<file path="config.mk">
export PLATFORM = sky130hd
export DESIGN_NAME = alu_div_sequencer
export DESIGN_NICKNAME = d
export VERILOG_FILES = /design/src/rtl/alu_div_sequencer.sv
export SDC_FILE = /design/constraint.sdc
export NUM_CORES = 1
export LEC_CHECK = 0
export ABC_AREA = 0
export CAP_MARGIN = 0
export CORE_MARGIN = 4
export CORE_UTILIZATION = 46
export CTS_CLUSTER_SIZE = 8
export DETAILED_ROUTE_END_ITERATION = 12
export GPL_ROUTABILITY_DRIVEN = 0
export PLACE_DENSITY_LB_ADDON = 0.25
export RECOVER_POWER = 100
export SLEW_MARGIN = 5
export SYNTH_ARGS = -nofsm -noshare
export SYNTH_HDL_FRONTEND = slang
export SYNTH_SLANG_ARGS = --single-unit
</file>
<file path="constraint.sdc">
create_clock -name Clock -period 2.5 [get_ports Clock]
set_input_delay 0.625 -clock Clock [delete_from_list [all_inputs] [get_ports Clock]]
set_output_delay 0.625 -clock Clock [all_outputs]
set_load 0.03 [all_outputs]
</file>
<file path="src/rtl/alu_div_sequencer.sv">
// 24-bit unsigned restoring divider that sequences an external ALU24bit as its subtractor.
// One quotient bit is produced per ITER cycle; Done pulses for one cycle with the results.
module alu_div_sequencer #(
   parameter int unsigned WIDTH  = 24,
   parameter logic [2:0]  OP_ADD = 3'b010,
   parameter int unsigned CNT_W  = 5
) (
   input  logic             Clock,
   input  logic             Reset,
   input  logic             Start,
   input  logic [WIDTH-1:0] Dividend,
   input  logic [WIDTH-1:0] Divisor,
   output logic             Busy,
   output logic             Done,
   output logic [WIDTH-1:0] Quotient,
   output logic [WIDTH-1:0] Remainder,
   output logic             DivByZero,
   output logic [WIDTH-1:0] AluA,
   output logic [WIDTH-1:0] AluB,
   output logic             AluAInvert,
   output logic             AluBNegate,
   output logic [2:0]       AluOp,
   input  logic [WIDTH-1:0] AluResult,
   input  logic             AluCarryOut
);

   typedef enum logic [1:0] {S_IDLE, S_ITER, S_DONE} state_t;

   state_t             state_q, state_d;
   logic [WIDTH-1:0]   r_q, r_d;
   logic [WIDTH-1:0]   q_q, q_d;
   logic [WIDTH-1:0]   d_q, d_d;
   logic [CNT_W-1:0]   cnt_q, cnt_d;
   logic [WIDTH-1:0]   quo_q, quo_d;
   logic [WIDTH-1:0]   rem_q, rem_d;
   logic               dbz_q, dbz_d;
   logic               busy_q, busy_d;
   logic               done_q, done_d;
   logic [WIDTH-1:0]   alu_a_q, alu_a_d;
   logic [WIDTH-1:0]   alu_b_q, alu_b_d;
   logic               alu_neg_q, alu_neg_d;
   logic [WIDTH-1:0]   shifted;

   // Next-state, datapath and registered ALU drive; ALU operands are
   // precomputed from the next R/Q so they are valid throughout each ITER cycle.
   always_comb begin
      state_d   = state_q;
      r_d       = r_q;
      q_d       = q_q;
      d_d       = d_q;
      cnt_d     = cnt_q;
      quo_d     = quo_q;
      rem_d     = rem_q;
      dbz_d     = dbz_q;
      shifted   = {r_q[WIDTH-2:0], q_q[WIDTH-1]};

      case (state_q)
         S_IDLE: begin
            if (Start) begin
               d_d   = Divisor;
               q_d   = Dividend;
               r_d   = '0;
               cnt_d = '0;
               if (Divisor == '0) begin
                  state_d = S_DONE;
                  quo_d   = '1;
                  rem_d   = Dividend;
                  dbz_d   = 1'b1;
               end else begin
                  state_d = S_ITER;
                  dbz_d   = 1'b0;
               end
            end
         end
         S_ITER: begin
            if (AluCarryOut) begin
               r_d = AluResult;
               q_d = {q_q[WIDTH-2:0], 1'b1};
            end else begin
               r_d = shifted;
               q_d = {q_q[WIDTH-2:0], 1'b0};
            end
            if (cnt_q == CNT_W'(WIDTH - 1)) begin
               state_d = S_DONE;
               quo_d   = q_d;
               rem_d   = r_d;
            end else begin
               cnt_d = cnt_q + CNT_W'(1);
            end
         end
         S_DONE:  state_d = S_IDLE;
         default: state_d = S_IDLE;
      endcase

      busy_d    = (state_d == S_ITER);
      done_d    = (state_d == S_DONE);
      alu_neg_d = (state_d == S_ITER);
      alu_a_d   = (state_d == S_ITER) ? {r_d[WIDTH-2:0], q_d[WIDTH-1]} : '0;
      alu_b_d   = (state_d == S_ITER) ? d_d : '0;
   end

   always_ff @(posedge Clock) begin
      if (Reset) begin
         state_q   <= S_IDLE;
         r_q       <= '0;
         q_q       <= '0;
         d_q       <= '0;
         cnt_q     <= '0;
         quo_q     <= '0;
         rem_q     <= '0;
         dbz_q     <= 1'b0;
         busy_q    <= 1'b0;
         done_q    <= 1'b0;
         alu_a_q   <= '0;
         alu_b_q   <= '0;
         alu_neg_q <= 1'b0;
      end else begin
         state_q   <= state_d;
         r_q       <= r_d;
         q_q       <= q_d;
         d_q       <= d_d;
         cnt_q     <= cnt_d;
         quo_q     <= quo_d;
         rem_q     <= rem_d;
         dbz_q     <= dbz_d;
         busy_q    <= busy_d;
         done_q    <= done_d;
         alu_a_q   <= alu_a_d;
         alu_b_q   <= alu_b_d;
         alu_neg_q <= alu_neg_d;
      end
   end

   assign Busy       = busy_q;
   assign Done       = done_q;
   assign Quotient   = quo_q;
   assign Remainder  = rem_q;
   assign DivByZero  = dbz_q;
   assign AluA       = alu_a_q;
   assign AluB       = alu_b_q;
   assign AluBNegate = alu_neg_q;
   assign AluAInvert = 1'b0;
   assign AluOp      = OP_ADD;

endmodule
</file>
==> results by group <==
Status
  – Status: finished clean

Critical path
  – Crit. End Element: register
  – CP max FO: 24
  – Buffers & Inverters on Critical Path: 3
  – CP top delay family: buffers and inverters
  – CP max stage delay: 0.43 ns
  – Arrival time worst endpoint: 2.59 ns
  – Critical-path cell list: clkdlybuf4s50_1, nor4_1, buf_4, nand4_1, o21ai_0, nand2_1, clkbuf_2, and2_0
  – Critical path's slowest cell: clkdlybuf4s50_1
  – Critical Path RT: 2.81 ns
  – CP Launch Type: input port
  – Crit path kind: input port to register

Hold path
  – Path type of the worst min-delay path: register to register

Timing
  – Endpoints failing setup: 0
  – Final hold vios: 0
  – Setup Skew: 0.00769 ns
  – Worst-Margin Slew: 0.768 ns
  – Final worst path period share: 91.3%
  – Total Neg Setup Slack: 0 ns
  – Slew headroom: 48.5%
  – Post-route setup slack: 0.217 ns
  – RSZ-0062 raised after global routing: no
  – Final min period: 2.28 ns
  – Final slew viol count: 0
  – Fmax: 0.438 GHz

GRT
  – Total grt overflow: 0
  – Vias in the first global route: 5879
  – First-pass GRT wire length: 29900 µm
  – Overall routing resource usage: 22.3%
  – Antenna violations before repair: 0
  – Largest net degree at the start of global routing: 53

Synth
  – Synth top area share: 51.5%
  – Post-Syn Area: 6870 µm²
  – Sequential area share after synthesis: 51.5%
  – FFs w/ async S/R, synth: 0%
  – Post-synth EDFFs: 0
  – Top cells by count, synth: dfxtp_1 (177), nand2_1 (147), a21oi_1 (102), o21ai_0 (45), clkbuf_1 (38)
  – Cell count after synthesis: 781
  – Number of synthesized register bits: 177
  – Leading area contributor after synthesis: dfxtp_1
  – Top-count cell post-synth: dfxtp_1
  – Distinct cells, synth: 40
  – Synthesized area per cell: 8.80 µm²
  – Syn. warnings: 0
  – Post-synth top flop: dfxtp_1
  – Top post-synthesis cells by area: dfxtp_1 (52%), nand2_1 (8.0%), a21oi_1 (7.4%)

Place
  – DP Wirelength: 13000 µm
  – Place WS: -0.210 ns
  – Buffers added on ports: 175
  – Placed Instances: 1107

Cells and area
  – Cell Count, Final, Fillers Out: 1139
  – Nets: 1019
  – Multi-input gate area: 2900 µm²
  – Filler cell count: 1228
  – Antenna Cells: 0
  – Share of cells above drive strength 1: 9.74%
  – Sequential cell area: 3540 µm²
  – Area grow syn2layout: 37.5%

Die
  – Core Region: 14600 µm²
  – IO Pins: 180
  – Die area: 17000 µm²
  – Die width: 130 µm
  – Die Height: 130 µm
  – FP Rows: 44
  – Initial core utilization: 47.1%

Route
  – Iter 0 DRT Violations: 454
  – Post-route ant nets: 0
  – Drt total wl: 18900 µm
  – Drt wl/cell: 16.6 µm
  – Drt via density: 5.41
  – Via count: 6157
  – DRC: 0
  – 1st-pass router iterations: 6

Clock network
  – Root Buffer: clkbuf_16
  – Cts hold-fix bufs: 0
  – TritonCTS buffer count: 17
  – H-tree depth: 4
  – Worst-path clk slew: 0.07 ns
  – Longest Clk Path Bufs: 2
  – # Post-CTS Setup Buffers: 0
  – Clock sinks: 177
  – Post-cts sizing count: 0
  – CTS tree: done
  – Worst skew pair latency: 0.42 ns

Power
  – Worst VDD drop: 0.000441 V
  – Leak: 3.75 nW
  – Pwr/cell area: 681 nW/µm²

Run
  – Maximum capacitance violations: 0
worst min-delay path, cell delays in order (launching register included):
cell and delay [ns]:
dfxtp_1 0.31, nand2_1 0.05, a21oi_1 0.05
cell families after synthesis:
family	Yosys count	synth area share, %
flip-flops	177	51.5
AND/OR/NAND/NOR	250	17.0
adder cells (fa/ha/maj)	1	0.182
other	2	0.109
multiplexers	24	3.91
buffers and inverters	98	6.48
XOR/XNOR	2	0.255
AO/OA/AOI/OAI	227	20.5
area by class of cell:
cell class | instances | area share (%)
Clock buffer | 20 | 4.83
Clock inverter | 12 | 1.65
Inverter | 25 | 0.993
Multi-Input combinational cell | 508 | 30.6
Sequential cell | 177 | 37.5
Tap cell | 184 | 2.44
Timing Repair Buffer | 213 | 22.0
worst paths after layout:
check / start / endpoint / slack, ns / cells after the start
worst max-delay path: Divisor[1] / AluA[20]$_SDFF_PP0_ / 0.22 / 8
worst min-delay path: d_q[4]$_SDFF_PP0_ / d_q[4]$_SDFF_PP0_ / 0.45 / 2
worst max register to register: state_q[1]$_SDFF_PP0_ / AluA[22]$_SDFF_PP0_ / 0.62 / 7
worst min register to register: d_q[4]$_SDFF_PP0_ / d_q[4]$_SDFF_PP0_ / 0.45 / 2
stage by stage:
step / hold WS [ns] / power [mW] / area (µm²) / utilization [%]
after detailed placement: 0.447 / 3.79 / 8890 / 61.0
after CTS: 0.457 / 6.51 / 9510 / 65.2
final: 0.455 / 6.44 / 9450 / 64.8
after global routing: 0.474 / 6.69 / 9450 / 64.8
after floorplan: 0.437 / 3.46 / 6880 / -
after global placement: 0.440 / 3.79 / 8890 / 61.0
sequential cells by signal (all words and copies together) (netlist names):
register / count
Quotient: 24
AluA: 24
Done: 1
AluB: 24
state_q: 2
Remainder: 24
AluBNegate: 1
d_q: 24
DivByZero: 1
r_q: 23
q_q: 24
cnt_q: 5
report_power, final:
group          switching (mW)  internal (mW)
Combinational           0.425          0.321
Sequential             0.0374           2.93
Clock                    1.10           1.63
Total                    1.56           4.88
routing by layer:
| metal | share of wire [%] | GRT usage, % | vias to the layer above |
|---|---|---|---|
| met5 | 0 | 0 | - |
| met4 | 3.0 | 9.17 | 0 |
| met3 | 7.8 | 5.89 | 40 |
| met2 | 48 | 36.8 | 219 |
| met1 | 41 | 27.8 | 2869 |
| li1 | - | - | 3029 |
placed cells by master, fill, tap and decap left out, types with 3 or more instances in the layout:
cell type / count
a21oi_1: 102
a221oi_1: 23
a311oi_1: 23
and2_0: 10
and2_1: 15
buf_12: 6
buf_4: 23
bufinv_16: 3
clkbuf_1: 6
clkbuf_16: 17
clkbuf_2: 5
clkdlybuf4s50_1: 73
clkinvlp_4: 4
conb_1: 4
dfxtp_1: 177
dlygate4sd3_1: 101
inv_1: 24
mux2_2: 23
nand2_1: 148
nand2b_1: 28
nand4_1: 3
nor3_1: 26
nor4_1: 7
o21ai_0: 48
o21ai_1: 5
o2bb2ai_1: 23
Note: power is estimated with default switching activity, not from simulation.
==> variant 1: new RTL, same settings <==
Register the input `Dividend` before use, with the module's reset. The logic sees it one clock later. The other inputs are not delayed to match.
--- a/src/rtl/alu_div_sequencer.sv
+++ b/src/rtl/alu_div_sequencer.sv
@@ -25,6 +25,16 @@
 );
 
    typedef enum logic [1:0] {S_IDLE, S_ITER, S_DONE} state_t;
+
+   logic [WIDTH-1:0] Dividend_q;
+
+   always_ff @(posedge Clock) begin
+      if (Reset) begin
+         Dividend_q <= '0;
+      end else begin
+         Dividend_q <= Dividend;
+      end
+   end
 
    state_t             state_q, state_d;
    logic [WIDTH-1:0]   r_q, r_d;
@@ -58,13 +68,13 @@
          S_IDLE: begin
             if (Start) begin
                d_d   = Divisor;
-               q_d   = Dividend;
+               q_d   = Dividend_q;
                r_d   = '0;
                cnt_d = '0;
                if (Divisor == '0) begin
                   state_d = S_DONE;
                   quo_d   = '1;
-                  rem_d   = Dividend;
+                  rem_d   = Dividend_q;
                   dbz_d   = 1'b1;
                end else begin
                   state_d = S_ITER;
Behaviour: not the same (a bounded check fails within 4 cycles, from zero or initial values and one cycle with Reset high).
==> variant 1 against the unedited design <==
Sequential share of layout area grew 1.7 points. Cell area grew 8.7%. Total power grew 15%. Setup slack gained 0.010 ns. Routed wire length grew 8.9%. Largest cell class unchanged. Final cell count grew 6.7%. Synthesized cell count grew 6.4%. Sequential cell count grew 24. Area after synthesis grew 9.3%. Die area grew 8.7%.
==> variant 1: results (changes against the unedited design) <==
* Run status: complete, no violations (unchanged)
* IO buf count at 175 (unchanged)
* GRT Total Usage at 0.2203 (was 0.2234)
* Final setup violation count at 0 (unchanged)
* DIE WIDTH at 135.8 µm (was 130.2 µm)
* Critical hold path startpoint: Reset (was d_q[4])
* Slowest CP cell: dlygate4sd3_1 (was clkdlybuf4s50_1)
* Initial antenna violation count at 0 (unchanged)
* Final #Nets at 1076 (was 1019)
* Yosys warns at 0 (unchanged)
* Async S/R FF share, synth at 0 (unchanged)
* # diodes at 0 (unchanged)
* Post-CTS sizing at 0 (unchanged)
* CP endpoint: Quotient[23] (was AluA[20])
* Final wirelength at 20.56 mm (was 18.88 mm)
* Final clock skew at 0.01326 ns (was 0.007686 ns)
* Worst-Skew Late Latency at 0.52 ns (was 0.42 ns)
* Seq/Total Area, Yosys at 0.5357 (was 0.5155)
* Synth cell count leaders: 201 x dfxtp_1, 147 x nand2_1, 102 x a21oi_1 (was 177 x dfxtp_1, 147 x nand2_1, 102 x a21oi_1)
* Clk slew on worst S/H paths at 0.05 ns (was 0.07 ns)
* Worst VDD drop at 0.4657 mV (was 0.4408 mV)
* CTS Buffer Depth at 3 (was 2)
* Delay of the slowest cell on the worst path at 0.80 ns (was 0.43 ns)
* Fillcell total at 1326 (was 1228)
* Slew Limit Headroom at 0.1920 (was 0.4846)
* HP Class: in2reg (was reg2reg)
* DP HPWL at 13.80 mm (was 13.02 mm)
* CTS Root Cell: clkbuf_16 (unchanged)
* Fin. Hold Viols at 0 (unchanged)
* Crit path max fanout at 2 (was 24)
* RR Endpoint: q_q[18] (was AluA[22])
* Initial drt markers at 390 (was 454)
* Critical path class: reg2out (was in2reg)
* Area contributors post-synth: dfxtp_1 54%, nand2_1 7.3%, a21oi_1 6.8%, mux2_2 3.4%, o21ai_0 3.0% (was dfxtp_1 52%, nand2_1 8.0%, a21oi_1 7.4%, mux2_2 3.8%, o21ai_0 3.3%)
* CP delay by family, top: buffers and inverters (unchanged)
* Post-synth cell types at 40 (unchanged)
* DRT Pass-1 Iters at 6 (unchanged)
* Worst path arrival time at 1.65 ns (was 2.59 ns)
* First-pass GRT wire length at 33.12 mm (was 29.90 mm)
* CTS buffer count at 29 (was 17)
* Worst r2r path cells at 5 (was 7)
* Post-CTS Setup Inserts at 0 (unchanged)
* Largest net degree at the start of global routing at 76 (was 53)
* Critical path origin: Quotient[23] (was Divisor[1])
* Vias in the first global route at 6432 (was 5879)
* Share of cells above drive strength 1 at 0.08709 (was 0.09738)
* Vias/cell at 5.336 (was 5.406)
* Crit Reg-Reg Startpoint: state_q[0] (was state_q[1])
* Most used DFF post-synth: dfxtp_1 (unchanged)
* Htree depth at 1 (was 4)
* Pint at 5.679 mW (was 4.878 mW)
* Worst R2R Setup Slack at 0.34 ns (was 0.62 ns)
* Leakage power at 4.026 nW (was 3.749 nW)
## variant 1: cell types whose count changed in the layout (fill, tap and decap cells not counted), sizes merged
| cell | before | now |
|---|---|---|
| buf | 29 | 25 |
| bufinv | 3 | 0 |
| clkbuf | 30 | 41 |
| clkdlybuf4s50 | 73 | 71 |
| clkinv | 5 | 2 |
| clkinvlp | 4 | 0 |
| dfxtp | 177 | 201 |
| dlygate4sd3 | 101 | 103 |
| inv | 25 | 24 |
| nor2b | 3 | 27 |
## variant 1: cell type report
| type | count | area [µm²] | share of cell area |
|---|---|---|---|
| flip-flops and latches | 201 | 4024 | 0.3917 |
| multi-input cells | 532 | 3054 | 0.2973 |
| repair buffers | 210 | 2092 | 0.2037 |
| clock buffers | 30 | 729.5 | 0.07101 |
| well taps | 216 | 270.3 | 0.02631 |
| inverters | 25 | 93.84 | 0.009135 |
| clock inverters | 1 | 8.758 | 0.0008526 |
## variant 1: worst min path at each step
stage,depth (start not counted),end
2_1_floorplan,2,AluB[0]
3_3_place_gp,2,d_q[6]
3_5_place_dp,2,AluB[10]
4_1_cts,2,Dividend_q[1]
5_1_grt,2,Dividend_q[0]
6_report,2,Dividend_q[1]
## variant 1: stage by stage
step | hold WS (ns) | instances | power, mW | setup slack [ns] | area [µm²]
6_report | 0.4404 | 1215 | 7.420 | 0.2275 | 10270
4_1_cts | 0.4281 | 1215 | 7.505 | 0.1889 | 10340
5_1_grt | 0.4637 | 1215 | 7.709 | 0.03758 | 10270
3_3_place_gp | 0.4419 | 1184 | 4.215 | -0.3096 | 9600
3_5_place_dp | 0.4436 | 1184 | 4.223 | -0.3314 | 9600
2_1_floorplan | 0.4366 | 833 | 3.888 | 0.4974 | 7518
## variant 1: metal layers
metal  up-vias  global-route usage  wire [µm]
met5         -                   0          0
met4         0             0.05711        358
met3        32             0.03752       1353
met2       206              0.3725      10000
met1      3059              0.2934       8848
li1       3186                   -          -
## variant 1: kinds of logic after synthesis
logic type,Yosys count,synth area share
and+or+nand+nor,274,0.1754
adders and majority gates,1,0.001666
DFF,201,0.5357
AOI/OAI and AO/OA,227,0.1879
xor gates and xnor gates,2,0.002333
other,2,0.0009999
muxes,24,0.03582
buffers and inverters,100,0.06014
## variant 1: power groups by stage
stage                     Sequential [mW]  Combinational [mW]  Clock, mW
after floorplan                      3.50               0.388          0
after global placement               3.45               0.763          0
after detailed placement             3.46               0.767          0
after CTS                            3.39               0.774       3.34
after global routing                 3.40               0.814       3.49
final                                3.39               0.746       3.28
==> variant 2: new RTL, same settings <==
Made on the original files. Change the parameter `CNT_W` from 5 to 10.
--- a/src/rtl/alu_div_sequencer.sv
+++ b/src/rtl/alu_div_sequencer.sv
@@ -3,7 +3,7 @@
 module alu_div_sequencer #(
    parameter int unsigned WIDTH  = 24,
    parameter logic [2:0]  OP_ADD = 3'b010,
-   parameter int unsigned CNT_W  = 5
+   parameter int unsigned CNT_W  = 10
 ) (
    input  logic             Clock,
    input  logic             Reset,
Formal check against the unedited RTL: no difference found for any inputs over 4 cycles, from zero or initial values and one cycle with Reset high; that may be too few to reach the edited logic, so the function may still have changed.
==> variant 2 against the unedited design <==
Setup slack lost 0.093 ns. Area after synthesis up 6.4%. Routed wire length fell by 0.55%. Clock power decreased by 8.4%. Highest routed layer is now met5. Die area up 6.0%. Total power is 1.9% lower. Cell area up 3.7%. Via count decreased by 2.0%. Sequential cell count up 5. Critical path depth did not move.
==> variant 2: results (changes against the unedited design) <==
* Crit Reg-Reg Startpoint: state_q[1] (unchanged)
* GRT Total Usage at 0.2082 (was 0.2234)
* Area growth syn-to-layout at 34.01% (was 37.53%)
* Buffering overhead at 0.2099 (was 0.2198)
* # clk buffers at 19 (was 20)
* Met1 Resource Use GR at 0.2778 (was 0.2779)
* Power Clock at 2.50 mW (was 2.73 mW)
* Worst path arrival time at 2.71 ns (was 2.59 ns)
* Vias in the first global route at 5856 (was 5879)
* Seq/Total Area, Yosys at 0.4979 (was 0.5155)
* DP HPWL at 12.71 mm (was 13.02 mm)
* Final clock-cell share at 0.05589 (was 0.06485)
* Initial drt markers at 428 (was 454)
* Post-synth cell types at 48 (was 40)
* Flop pwr share at 0.483 (was 0.460)
* Row cnt at 45 (was 44)
* Worst VDD drop at 0.5029 mV (was 0.4408 mV)
* Seq_cells at 182 (was 177)
* Comb_multi_in at 533 (was 508)
* Vias/cell at 5.189 (was 5.406)
* Synth cell count leaders: 182 x dfxtp_1, 104 x nand2_1, 78 x a21oi_1 (was 177 x dfxtp_1, 147 x nand2_1, 102 x a21oi_1)
* Non-clock buffers at 204 (was 213)
* Worst hold slack at 0.4517 ns (was 0.4548 ns)
* Wl on met1 at 8.634 mm (was 7.721 mm)
* Met3 Track Usage GR at 0.07539 (was 0.05894)
* DRT Pass-1 Iters at 5 (was 6)
* Hold endpoint: DivByZero (was d_q[4])
* Routed wl met3 at 1.550 mm (was 1.480 mm)
* Inverter count at 2 (was 25)
* Met2 usage at 0.3178 (was 0.3681)
* Final #Nets at 1017 (was 1019)
* CP endpoint: Quotient[13] (was AluA[20])
* HP Class: reg2reg (unchanged)
* Fillcell total at 1353 (was 1228)
* Share of cells above drive strength 1 at 0.08929 (was 0.09738)
* Leakage power at 4.198 nW (was 3.749 nW)
* Critical path origin: Divisor[0] (was Divisor[1])
* Area contributors post-synth: dfxtp_1 50%, a21oi_1 5.3%, nand2_1 5.3%, mux2_4 4.7%, a21boi_0 4.6% (was dfxtp_1 52%, nand2_1 8.0%, a21oi_1 7.4%, mux2_2 3.8%, o21ai_0 3.3%)
* Slew Limit Headroom at 0.5568 (was 0.4846)
* Final clock skew at 0.009411 ns (was 0.007686 ns)
* Largest net degree at the start of global routing at 77 (was 53)
* Metal2 WL at 8.331 mm (was 9.119 mm)
* Crit path max fanout at 32 (was 24)
* Multi-input gate area at 3284 µm² (was 2895 µm²)
* Run status: complete, no violations (unchanged)
* CTS Root Cell: clkbuf_16 (unchanged)
* Max Used Layer: met5 (was met4)
* Sw Ratio at 0.2503 (was 0.2428)
* Async S/R FF share, synth at 0 (unchanged)
* Initial antenna violation count at 1 (was 0)
* Sequential share of cell area at 0.3716 (was 0.3748)
* Placed instance area at 9373 µm² (was 8894 µm²)
[variant 2: changes by cell type in the layout (fill, tap and decap cells not counted), moves of 24 or more]
cell	before	now
nand2_1	148	104
a21boi_0	0	46
nor2_1	2	55
o21bai_1	0	24
a21oi_1	102	78
o21ai_0	48	2
mux2i_1	1	28
nand3_1	2	27
nor2b_1	2	26
[variant 2: per-stage QoR]
step                setup slack, ns  power, mW  cells
global placement            -0.2104      3.898   1132
detailed placement          -0.1938      3.910   1132
global route                0.08910      6.574   1163
CTS                          0.2150      6.398   1163
finish                       0.1237      6.320   1163
floorplan                    0.4348      3.560    783
[variant 2: cells by family (layout without fill, tap and decap cells)]
group                      after synthesis  after routing  synth area share
AOI/OAI and AO/OA                      165            165            0.1460
buffers and inverters                   68            237           0.04343
and+or+nand+nor                        288            288            0.1874
other                                    2              4          0.001026
DFF                                    182            182            0.4979
muxes                                   75             75            0.1224
adders and majority gates                1              1          0.001710
